**config.mk**
```make
export PLATFORM = sky130hd
export DESIGN_NAME = wb_user_io_ctrl
export DESIGN_NICKNAME = d
export VERILOG_FILES = /design/src/rtl/wb_user_io_pkg.sv /design/src/rtl/io_sync_edge.sv /design/src/rtl/wb_user_io_ctrl.sv
export SDC_FILE = /design/constraint.sdc
export NUM_CORES = 1
export LEC_CHECK = 0
export BUFFER_PORTS_ARGS = -buffer_cell sky130_fd_sc_hd__buf_4
export CAP_MARGIN = 10
export CORE_AREA = 2 2 233 235
export CTS_CLUSTER_DIAMETER = 150
export DETAILED_ROUTE_END_ITERATION = 8
export DIE_AREA = 0 0 235 237
export PLACE_DENSITY_LB_ADDON = 0.12
export SETUP_SLACK_MARGIN = 0.4
export SLEW_MARGIN = 20
export SYNTH_ARGS = -nofsm -noshare
export SYNTH_HDL_FRONTEND = slang
export SYNTH_SLANG_ARGS = --single-unit
```
**constraint.sdc**
```tcl
create_clock -name wb_clk_i -period 3.3 [get_ports wb_clk_i]
set_clock_uncertainty 0.2 [all_clocks]
set_input_delay 0.66 -clock wb_clk_i [delete_from_list [all_inputs] [get_ports wb_clk_i]]
set_output_delay 0.66 -clock wb_clk_i [all_outputs]
set_load 0.005 [all_outputs]
```
**src/rtl/wb_user_io_pkg.sv**
```systemverilog
// Shared constants for the user-area Wishbone IO block: register offsets,
// ID magic, window size and the 32-bit bank-count helper.
package wb_user_io_pkg;

    localparam int WINDOW_BITS = 8;
    localparam logic [7:0] ID_MAGIC = 8'h5A;

    localparam logic [7:0] OFF_ID       = 8'h00;
    localparam logic [7:0] OFF_OUT      = 8'h10;
    localparam logic [7:0] OFF_OEB      = 8'h20;
    localparam logic [7:0] OFF_IN       = 8'h30;
    localparam logic [7:0] OFF_IRQ_EN   = 8'h40;
    localparam logic [7:0] OFF_IRQ_STAT = 8'h50;
    localparam logic [7:0] OFF_LA_OUT   = 8'h60;
    localparam logic [7:0] OFF_LA_IN    = 8'h70;

    typedef enum logic {
        ST_IDLE = 1'b0,
        ST_ACK  = 1'b1
    } ack_state_e;

    function automatic int num_banks(input int n);
        return (n + 32'sd31) / 32'sd32;
    endfunction

endpackage

```
**src/rtl/io_sync_edge.sv**
```systemverilog
// Multi-flop synchroniser for asynchronous pad inputs plus a history flop
// used to detect rising edges of the synchronised value.
module io_sync_edge #(
    parameter int WIDTH  = 1,
    parameter int STAGES = 2
) (
    input  logic             clk,
    input  logic             rst,
    input  logic [WIDTH-1:0] async_in,
    output logic [WIDTH-1:0] sync,
    output logic [WIDTH-1:0] rise
);

    logic [WIDTH-1:0] stage_q [STAGES];
    logic [WIDTH-1:0] stage_d [STAGES];
    logic [WIDTH-1:0] hist_q;
    logic [WIDTH-1:0] hist_d;

    // Shift chain: stage 0 samples the pad, the last stage feeds history.
    always_comb begin
        stage_d[0] = async_in;
        for (int s = 1; s < STAGES; s++) begin
            stage_d[s] = stage_q[s-1];
        end
        hist_d = stage_q[STAGES-1];
    end

    // Synchroniser and history registers.
    always_ff @(posedge clk) begin
        if (rst) begin
            for (int s = 0; s < STAGES; s++) begin
                stage_q[s] <= {WIDTH{1'b0}};
            end
            hist_q <= {WIDTH{1'b0}};
        end else begin
            for (int s = 0; s < STAGES; s++) begin
                stage_q[s] <= stage_d[s];
            end
            hist_q <= hist_d;
        end
    end

    assign sync = stage_q[STAGES-1];
    assign rise = sync & ~hist_q;

endmodule

```
**src/rtl/wb_user_io_ctrl.sv**
```systemverilog
// Wishbone slave register block driving user IO pads, the LA output bank and
// user IRQs from rising-edge status bits.
module wb_user_io_ctrl
    import wb_user_io_pkg::*;
#(
    parameter int          NUM_IO      = 38,
    parameter int          NUM_LA      = 128,
    parameter int          NUM_IRQ     = 3,
    parameter int          SYNC_STAGES = 2,
    parameter logic [31:0] BASE_ADDR   = 32'h3000_0000
) (
    input  logic               wb_clk_i,
    input  logic               wb_rst_i,
    input  logic               wbs_cyc_i,
    input  logic               wbs_stb_i,
    input  logic               wbs_we_i,
    input  logic [3:0]         wbs_sel_i,
    input  logic [31:0]        wbs_adr_i,
    input  logic [31:0]        wbs_dat_i,
    output logic [31:0]        wbs_dat_o,
    output logic               wbs_ack_o,
    input  logic [NUM_IO-1:0]  io_in,
    output logic [NUM_IO-1:0]  io_out,
    output logic [NUM_IO-1:0]  io_oeb,
    input  logic [NUM_LA-1:0]  la_data_in,
    output logic [NUM_LA-1:0]  la_data_out,
    input  logic [NUM_LA-1:0]  la_oenb,
    output logic [NUM_IRQ-1:0] user_irq
);

    localparam int IO_W = num_banks(NUM_IO) * 32;
    localparam int LA_W = num_banks(NUM_LA) * 32;

    logic [NUM_IO-1:0]  out_q, out_d, oeb_q, oeb_d;
    logic [NUM_IO-1:0]  en_q, en_d, stat_q, stat_d;
    logic [NUM_LA-1:0]  la_out_q, la_out_d;
    logic [NUM_IRQ-1:0] irq_q, irq_d;
    logic [31:0]        dat_q, dat_d;
    logic               ack_q, ack_d;
    ack_state_e         state_q, state_d;

    logic [NUM_IO-1:0]  sync_s, rise_s;
    logic               hit_s, accept_s, wr_s, unused_s;
    logic [3:0]         region_s;
    logic [1:0]         bank_s;
    logic [6:0]         shamt_s;
    logic [31:0]        bmask_s, id_s, rd_s;
    logic [IO_W-1:0]    io_wmask_s, io_wdata_s;
    logic [LA_W-1:0]    la_wmask_s, la_wdata_s;

    io_sync_edge #(
        .WIDTH  (NUM_IO),
        .STAGES (SYNC_STAGES)
    ) u_sync (
        .clk      (wb_clk_i),
        .rst      (wb_rst_i),
        .async_in (io_in),
        .sync     (sync_s),
        .rise     (rise_s)
    );

    assign hit_s    = wbs_cyc_i & wbs_stb_i &
                      (wbs_adr_i[31:WINDOW_BITS] == BASE_ADDR[31:WINDOW_BITS]);
    assign accept_s = hit_s & (state_q == ST_IDLE);
    assign wr_s     = accept_s & wbs_we_i;
    assign region_s = wbs_adr_i[7:4];
    assign bank_s   = wbs_adr_i[3:2];
    assign shamt_s  = {bank_s, 5'd0};
    assign unused_s = ^wbs_adr_i[1:0];
    assign bmask_s  = {{8{wbs_sel_i[3]}}, {8{wbs_sel_i[2]}},
                       {8{wbs_sel_i[1]}}, {8{wbs_sel_i[0]}}};
    assign id_s     = {ID_MAGIC, 8'(NUM_IRQ), 8'(NUM_LA), 8'(NUM_IO)};

    // Bank-aligned byte masks; banks past the vector width shift out to zero.
    assign io_wmask_s = IO_W'(bmask_s) << shamt_s;
    assign io_wdata_s = IO_W'(wbs_dat_i & bmask_s) << shamt_s;
    assign la_wmask_s = LA_W'(bmask_s) << shamt_s;
    assign la_wdata_s = LA_W'(wbs_dat_i & bmask_s) << shamt_s;

    // Ack FSM: one ack cycle, then a mandatory idle cycle.
    always_comb begin
        state_d = state_q;
        case (state_q)
            ST_IDLE: state_d = hit_s ? ST_ACK : ST_IDLE;
            ST_ACK:  state_d = ST_IDLE;
            default: state_d = ST_IDLE;
        endcase
        ack_d = (state_d == ST_ACK);
    end

    // Register writes; a rise on the same cycle as a W1C keeps the bit set.
    always_comb begin
        out_d    = out_q;
        oeb_d    = oeb_q;
        en_d     = en_q;
        la_out_d = la_out_q;
        stat_d   = stat_q | rise_s;
        if (wr_s) begin
            case (region_s)
                OFF_OUT[7:4]:      out_d    = NUM_IO'((IO_W'(out_q) & ~io_wmask_s) | io_wdata_s);
                OFF_OEB[7:4]:      oeb_d    = NUM_IO'((IO_W'(oeb_q) & ~io_wmask_s) | io_wdata_s);
                OFF_IRQ_EN[7:4]:   en_d     = NUM_IO'((IO_W'(en_q) & ~io_wmask_s) | io_wdata_s);
                OFF_IRQ_STAT[7:4]: stat_d   = (stat_q & ~NUM_IO'(io_wdata_s)) | rise_s;
                OFF_LA_OUT[7:4]:   la_out_d = NUM_LA'((LA_W'(la_out_q) & ~la_wmask_s) | la_wdata_s);
                default:           out_d    = out_q;
            endcase
        end else begin
            out_d = out_q;
        end
    end

    // Read mux over the 32-bit bank selected by the address.
    always_comb begin
        rd_s = 32'd0;
        case (region_s)
            OFF_ID[7:4]:       rd_s = (bank_s == 2'd0) ? id_s : 32'd0;
            OFF_OUT[7:4]:      rd_s = 32'(IO_W'(out_q) >> shamt_s);
            OFF_OEB[7:4]:      rd_s = 32'(IO_W'(oeb_q) >> shamt_s);
            OFF_IN[7:4]:       rd_s = 32'(IO_W'(sync_s) >> shamt_s);
            OFF_IRQ_EN[7:4]:   rd_s = 32'(IO_W'(en_q) >> shamt_s);
            OFF_IRQ_STAT[7:4]: rd_s = 32'(IO_W'(stat_q) >> shamt_s);
            OFF_LA_OUT[7:4]:   rd_s = 32'(LA_W'(la_out_q) >> shamt_s);
            OFF_LA_IN[7:4]:    rd_s = 32'(LA_W'(la_data_in & ~la_oenb) >> shamt_s);
            default:           rd_s = 32'd0;
        endcase
        if (accept_s) begin
            dat_d = rd_s;
        end else begin
            dat_d = 32'd0;
        end
    end

    // IRQ line j collects every enabled status bit i with i mod NUM_IRQ == j.
    always_comb begin
        irq_d = {NUM_IRQ{1'b0}};
        for (int i = 0; i < NUM_IO; i++) begin
            irq_d[i % NUM_IRQ] = irq_d[i % NUM_IRQ] | (stat_q[i] & en_q[i]);
        end
    end

    // State and register file.
    always_ff @(posedge wb_clk_i) begin
        if (wb_rst_i) begin
            state_q  <= ST_IDLE;
            ack_q    <= 1'b0;
            dat_q    <= 32'd0;
            out_q    <= {NUM_IO{1'b0}};
            oeb_q    <= {NUM_IO{1'b1}};
            en_q     <= {NUM_IO{1'b0}};
            stat_q   <= {NUM_IO{1'b0}};
            la_out_q <= {NUM_LA{1'b0}};
            irq_q    <= {NUM_IRQ{1'b0}};
        end else begin
            state_q  <= state_d;
            ack_q    <= ack_d;
            dat_q    <= dat_d;
            out_q    <= out_d;
            oeb_q    <= oeb_d;
            en_q     <= en_d;
            stat_q   <= stat_d;
            la_out_q <= la_out_d;
            irq_q    <= irq_d;
        end
    end

    assign wbs_ack_o   = ack_q;
    assign wbs_dat_o   = dat_q;
    assign io_out      = out_q;
    assign io_oeb      = oeb_q;
    assign la_data_out = la_out_q;
    assign user_irq    = irq_q;

endmodule

```
* After elaboration in Yosys (flattened, before gate mapping)
Memory sizes are Yosys's and may differ from the RTL's. Index checks and enable logic that the tools add are counted.
Operators by class: equality and inequality tests 8, shifts and indexed selects 11, muxes and demuxes 11, bitwise logic cells 101, reductions and logical operators 7
Operators by type and width (count):
- 128-bit AND | 2
- 128-bit inverter | 2
- 32-bit one-hot mux with 8 select lines | 1
- 32-bit by 7-bit left shift with 128-bit output | 2
- 128-bit by 7-bit >> shifter with 32-bit output | 2
- 38-bit AND | 5
- 38-bit bitwise OR | 5
- 38-bit by 7-bit >> shifter with 32-bit output | 5
- 38-bit 2-to-1 mux | 4
- 128-bit bitwise OR | 1
- 38-bit inverter | 3
- 32-bit by 7-bit left shift with 38-bit output | 2
- 32-bit AND | 2
- 1-bit AND | 42
- 1-bit bitwise OR | 37
- 31-bit 2-to-1 mux | 1
- 24-bit by 22-bit == test with 1-bit output, second input constant | 1
- 4-bit by 3-bit == test with 1-bit output, second input constant | 4
- 4-bit by 2-bit == test with 1-bit output, second input constant | 2
- 2-bit AND reduction | 4
- 4-bit by 1-bit == test with 1-bit output, second input constant | 1
- 4-bit zero test | 1
- 1-bit 2-to-1 mux | 4
- 2-bit zero test | 1
- 3 further kinds | 4
Word-level totals: flip-flop bits (word level) 354, RAM bits 76, input bits 367, output and inout bits 240, word-level logic and storage cells 148, memories 1
Memories:
- u_sync.stage_q | words 2, width 38, rd ports 2, clocked after Yosys merged registers in 0, write ports 2, line io_sync_edge.sv:14 | logic [WIDTH-1:0] stage_q [STAGES];

* Logic depth before layout (Yosys ltp)
depth in word-level cells 13, depth in mapped cells 9

* Hierarchy
From an unflattened synthesis, not the netlist that was laid out.
Second synthesis, totals: cells, all modules 2102, area total of the unflattened synthesis 19950.4 sq um
By module, submodules not included:
- wb_user_io_ctrl | times used 1, cells an instance 1824, area an instance 16639.7 sq um, sequential area each 6326.1 sq um
- io_sync_edge | times used 1, cells an instance 278, area an instance 3310.7 sq um, sequential area each 2282.2 sq um

* Worst setup path before layout
No wires, ideal clock.
path kind input to register, start point in wbs_adr_i[16], end point reg out_q[24] (netlist: io_out[24]), setup time 0.128 ns, arrival 2.623 ns, setup slack 0.350 ns, cell stages on the path 8, cell sequence nor4_1 > nand4_1 > or3_1 > buf_6 > buf_6 > nor4_4 > mux2i_1 > nor2_1
Between the ends: cells in the longest elaborated chain, start to end 5
Ends and longest elaborated chain:
- start: declaration | line wb_user_io_ctrl.sv:18 | input logic [31:0] wbs_adr_i,
- 24-bit by 22-bit == test with 1-bit output | line wb_user_io_ctrl.sv:63 | (wbs_adr_i[31:WINDOW_BITS] == BASE_ADDR[31:WINDOW_BITS]);
- 1-bit AND | line wb_user_io_ctrl.sv:62 | assign hit_s = wbs_cyc_i & wbs_stb_i &
- 1-bit AND | line wb_user_io_ctrl.sv:64 | assign accept_s = hit_s & (state_q == ST_IDLE);
- 1-bit AND | line wb_user_io_ctrl.sv:65 | assign wr_s = accept_s & wbs_we_i;
- 2-bit AND reduction (no line)
- end signal: assignment | line wb_user_io_ctrl.sv:147 | out_q <= {NUM_IO{1'b0}};
- end signal: assignment | line wb_user_io_ctrl.sv:157 | out_q <= out_d;
- end: declaration | line wb_user_io_ctrl.sv:34 | logic [NUM_IO-1:0] out_q, out_d, oeb_q, oeb_d;
No other way between the ends. A chain may end at the register's enable or synchronous reset.

* Final worst setup path
start point in wbs_adr_i[18], end point reg dat_q[17] (netlist: wbs_dat_o[17])
Between the ends: cells in the longest elaborated chain, start to end 5
Ends and longest elaborated chain:
- 24-bit by 22-bit == test with 1-bit output | line wb_user_io_ctrl.sv:63
- 1-bit AND | line wb_user_io_ctrl.sv:62
- 1-bit AND | line wb_user_io_ctrl.sv:64
- 1-bit inverter (no line)
- 2-bit OR reduction (no line)
- end signal: assignment | line wb_user_io_ctrl.sv:156 | dat_q <= dat_d;
- end: declaration | line wb_user_io_ctrl.sv:38 | logic [31:0] dat_q, dat_d;
No other way between the ends.

==> results.toml <==
[clocking]
worstSkewPairLatency_ps = 600
tritoncts_clock_tree = "yes"
cts.reportedPaths.clkPinSlew_ps = 60
cts-resized-gates = 0
cts.sink_count = 430
cts_htree_levels = 2
clk_root_buffer_cell = "clkbuf_16"
clk_path_buf_depth = 3
clock_buffers_created_by_tritoncts = 48
post_cts_buffers = 0
cts_hold_repair.buffers = 0

[flow_run]
max_cap_violations = 0

[sta]
setup_total_negative_slack_ps = 0
min_period_over_period_pct = 83.80
report.final.slew_viol_count = 0
rsz0062_at_grt = "false"
fmax_ghz = 0.3616
hold_viol = 0
finalCriticalPeriod_ps = 2765
final_layout_worst_hold_slack_ps = 65.02
worst_slew_pin_slew_ps = 818.1
setup_ws_ps = 534.6
worst_slew_margin_rel_pct = 45.46
finalSetupViolCount = 0

[drt]
detail_route.first_pass.iterations = 5
drt_drc_violations_left = 0
vias_per_cell = 5.378
first_iter_violations = 1574
vias = 18070
antenna_violating_nets_post_route = 0
finalWirelength_microns = 87050
avgRoutedWirePerCell_microns = 25.92

[global_routing]
grt.met3_usage_pct = 5.363
grt_antenna_before_repair = 3
grt_use_met1_pct = 40.58
grt_most_used_layer = "met2"
grt_usage_pct = 30.14
grt_first_pass_wirelength_microns = 124300
grt_use_met2_pct = 49.01
via_count_of_the_first_global_routing_pass = 17450
globalRoute.totalOverflow = 0
grt_max_degree = 113

[synth]
yosys_warnings = 0
synth.area.top_cells = "dfxtp_1 (46%), mux2i_1 (13%), nor2b_1 (5.7%)"
ys_seq_area_share_pct = 45.52
synth_area_sq_mm = 0.01891
ys_async_sr_fraction_pct = 0
synth.avg_cell_area_sq_um = 9.335
yosysTopAreaCellShare_pct = 45.52
post_synth_num_cell_types = 58
post_synth_inst_count = 2026
synth_top_area_cell = "dfxtp_1"
ys_dominant_reg_cell = "dfxtp_1"
nets_in_the_synthesized_netlist = 2393
synth-edff-count = 0
synth_seq_cells = 430

[place]
placed_cells_incl_taps = 3275
gp_congestion = 0.9134
buffer_ports.inserted = 604
detailed_place_hpwl_microns = 67440
post-place-ws_ps = -45.68
place_area_sq_mm = 0.02500

[cells_and_area]
post-route-util_pct = 49.95
drive_above_1_share_pct = 31.74
final_area_sq_mm = 0.02661
final_common_cell = "buf_4"
most-common-layout-cells = "buf_4 (690), dfxtp_1 (430), nor2_1 (244)"
area_delta_synth_final_pct = 40.72
finalNonFillerCells = 3359
design.final.nets = 2996

[critical_path]
worst-endpoint-required_ps = 3610
critPathMaxFanout = 28
setup.worst_path.start_class = "primary input"
critical_path_end_type = "flop"
timing_worst_setup_path_type = "primary input to flop"
cp_data_arrival_time_ps = 3080

[power_and_ir_drop]
clock_power_share_pct = 46.3
swShare_pct = 24.24
pwr-share-seq_pct = 44.5
post-layout-total-power_mw = 11.97
internal_power_mw = 9.067
power_leakage_nw = 11.09
pwr-share-comb_pct = 9.2
power.density_cell_area_mw_per_mm2 = 449.7
p_switching_mw = 2.902
vdd_ir_drop_max_uv = 361.2

[die]
initial_core_util_pct = 35.49
die-area_sq_mm = 0.05570
std_cell_rows = 85
floorplan.die.height_microns = 237
core_region_area_sq_mm = 0.05328
num_io_pins = 607
die_w_microns = 235

[worst_hold_path]
worstHoldPathType = "primary input to flop"

[outcome]
status = "completed"
routing by layer:
| metal | vias up | share of wire, % |
|---|---|---|
| li1 | 8433 | - |
| met1 | 8741 | 44 |
| met2 | 760 | 47 |
| met3 | 128 | 6.3 |
| met4 | 4 | 3.2 |
| met5 | - | 0.026 |
worst max-delay path: stages:
cell	delay, ps
buf_4	110
nor4_1	400
buf_4	180
nand2_1	60
or3_2	520
buf_12	200
or3_1	350
nand2b_1	300
o21ai_0	260
worst paths after layout:
check / from / end / slack, ps / cells past startpoint
min reg2reg: u_sync.stage_q[0][13] / u_sync.stage_q[0][51] / 220 / 1
max reg2reg: state_q / wbs_dat_o[17] / 730 / 7
max: wbs_adr_i[18] / wbs_dat_o[17] / 530 / 9
min: io_in[5] / u_sync.stage_q[0][5] / 70 / 2
synthesized netlist by cell type, types with 14 or more instances:
| cell type | count |
|---|---|
| inv_1 | 92 |
| nor3b_1 | 18 |
| mux2i_1 | 237 |
| nor2b_1 | 172 |
| a21oi_1 | 63 |
| nor2_1 | 245 |
| a221oi_1 | 34 |
| o22ai_1 | 22 |
| nand2b_1 | 53 |
| nor4_1 | 24 |
| a22oi_1 | 58 |
| a32oi_1 | 63 |
| o21a_1 | 19 |
| a211o_1 | 32 |
| nor3_2 | 15 |
| a211oi_1 | 19 |
| nand2_1 | 63 |
| a32o_1 | 28 |
| o2bb2ai_1 | 14 |
| dfxtp_1 | 430 |
| o21ai_0 | 57 |
| clkbuf_1 | 151 |
cell families after synthesis:
logic type | Yosys count | share of synthesized area (%)
simple gates | 644 | 18.75
compound gates | 453 | 17.80
flops | 430 | 45.52
buf+inv | 261 | 5.332
mux | 238 | 12.60
final cells by class:
cell class	instances	area [sq um]
fillers	5076	26670
multi-input cells	1335	9359
flip-flops and latches	430	8608
repair buffers	722	5816
clock buffers	65	1325
well taps	696	870.8
inverters	92	345.3
clock inverters	18	286.5
diodes	1	2.502
registers in the layout (all words and copies together) (netlist names), 32 cells and up:
register	cells
la_data_out	128
u_sync.stage_q	76
en_q	38
io_oeb	38
io_out	38
stat_q	38
u_sync.hist_q	38
wbs_dat_o	32
power groups by stage:
stage                     clock network (mW)  logic (mW)  registers [mW]
after floorplan                            0       0.451            5.41
after global placement                     0        1.08            5.44
after detailed placement                   0        1.09            5.44
after CTS                               5.65        1.09            5.33
after global routing                    5.85        1.16            5.33
final                                   5.54        1.10            5.33
Power figures use the tool's default switching activity.
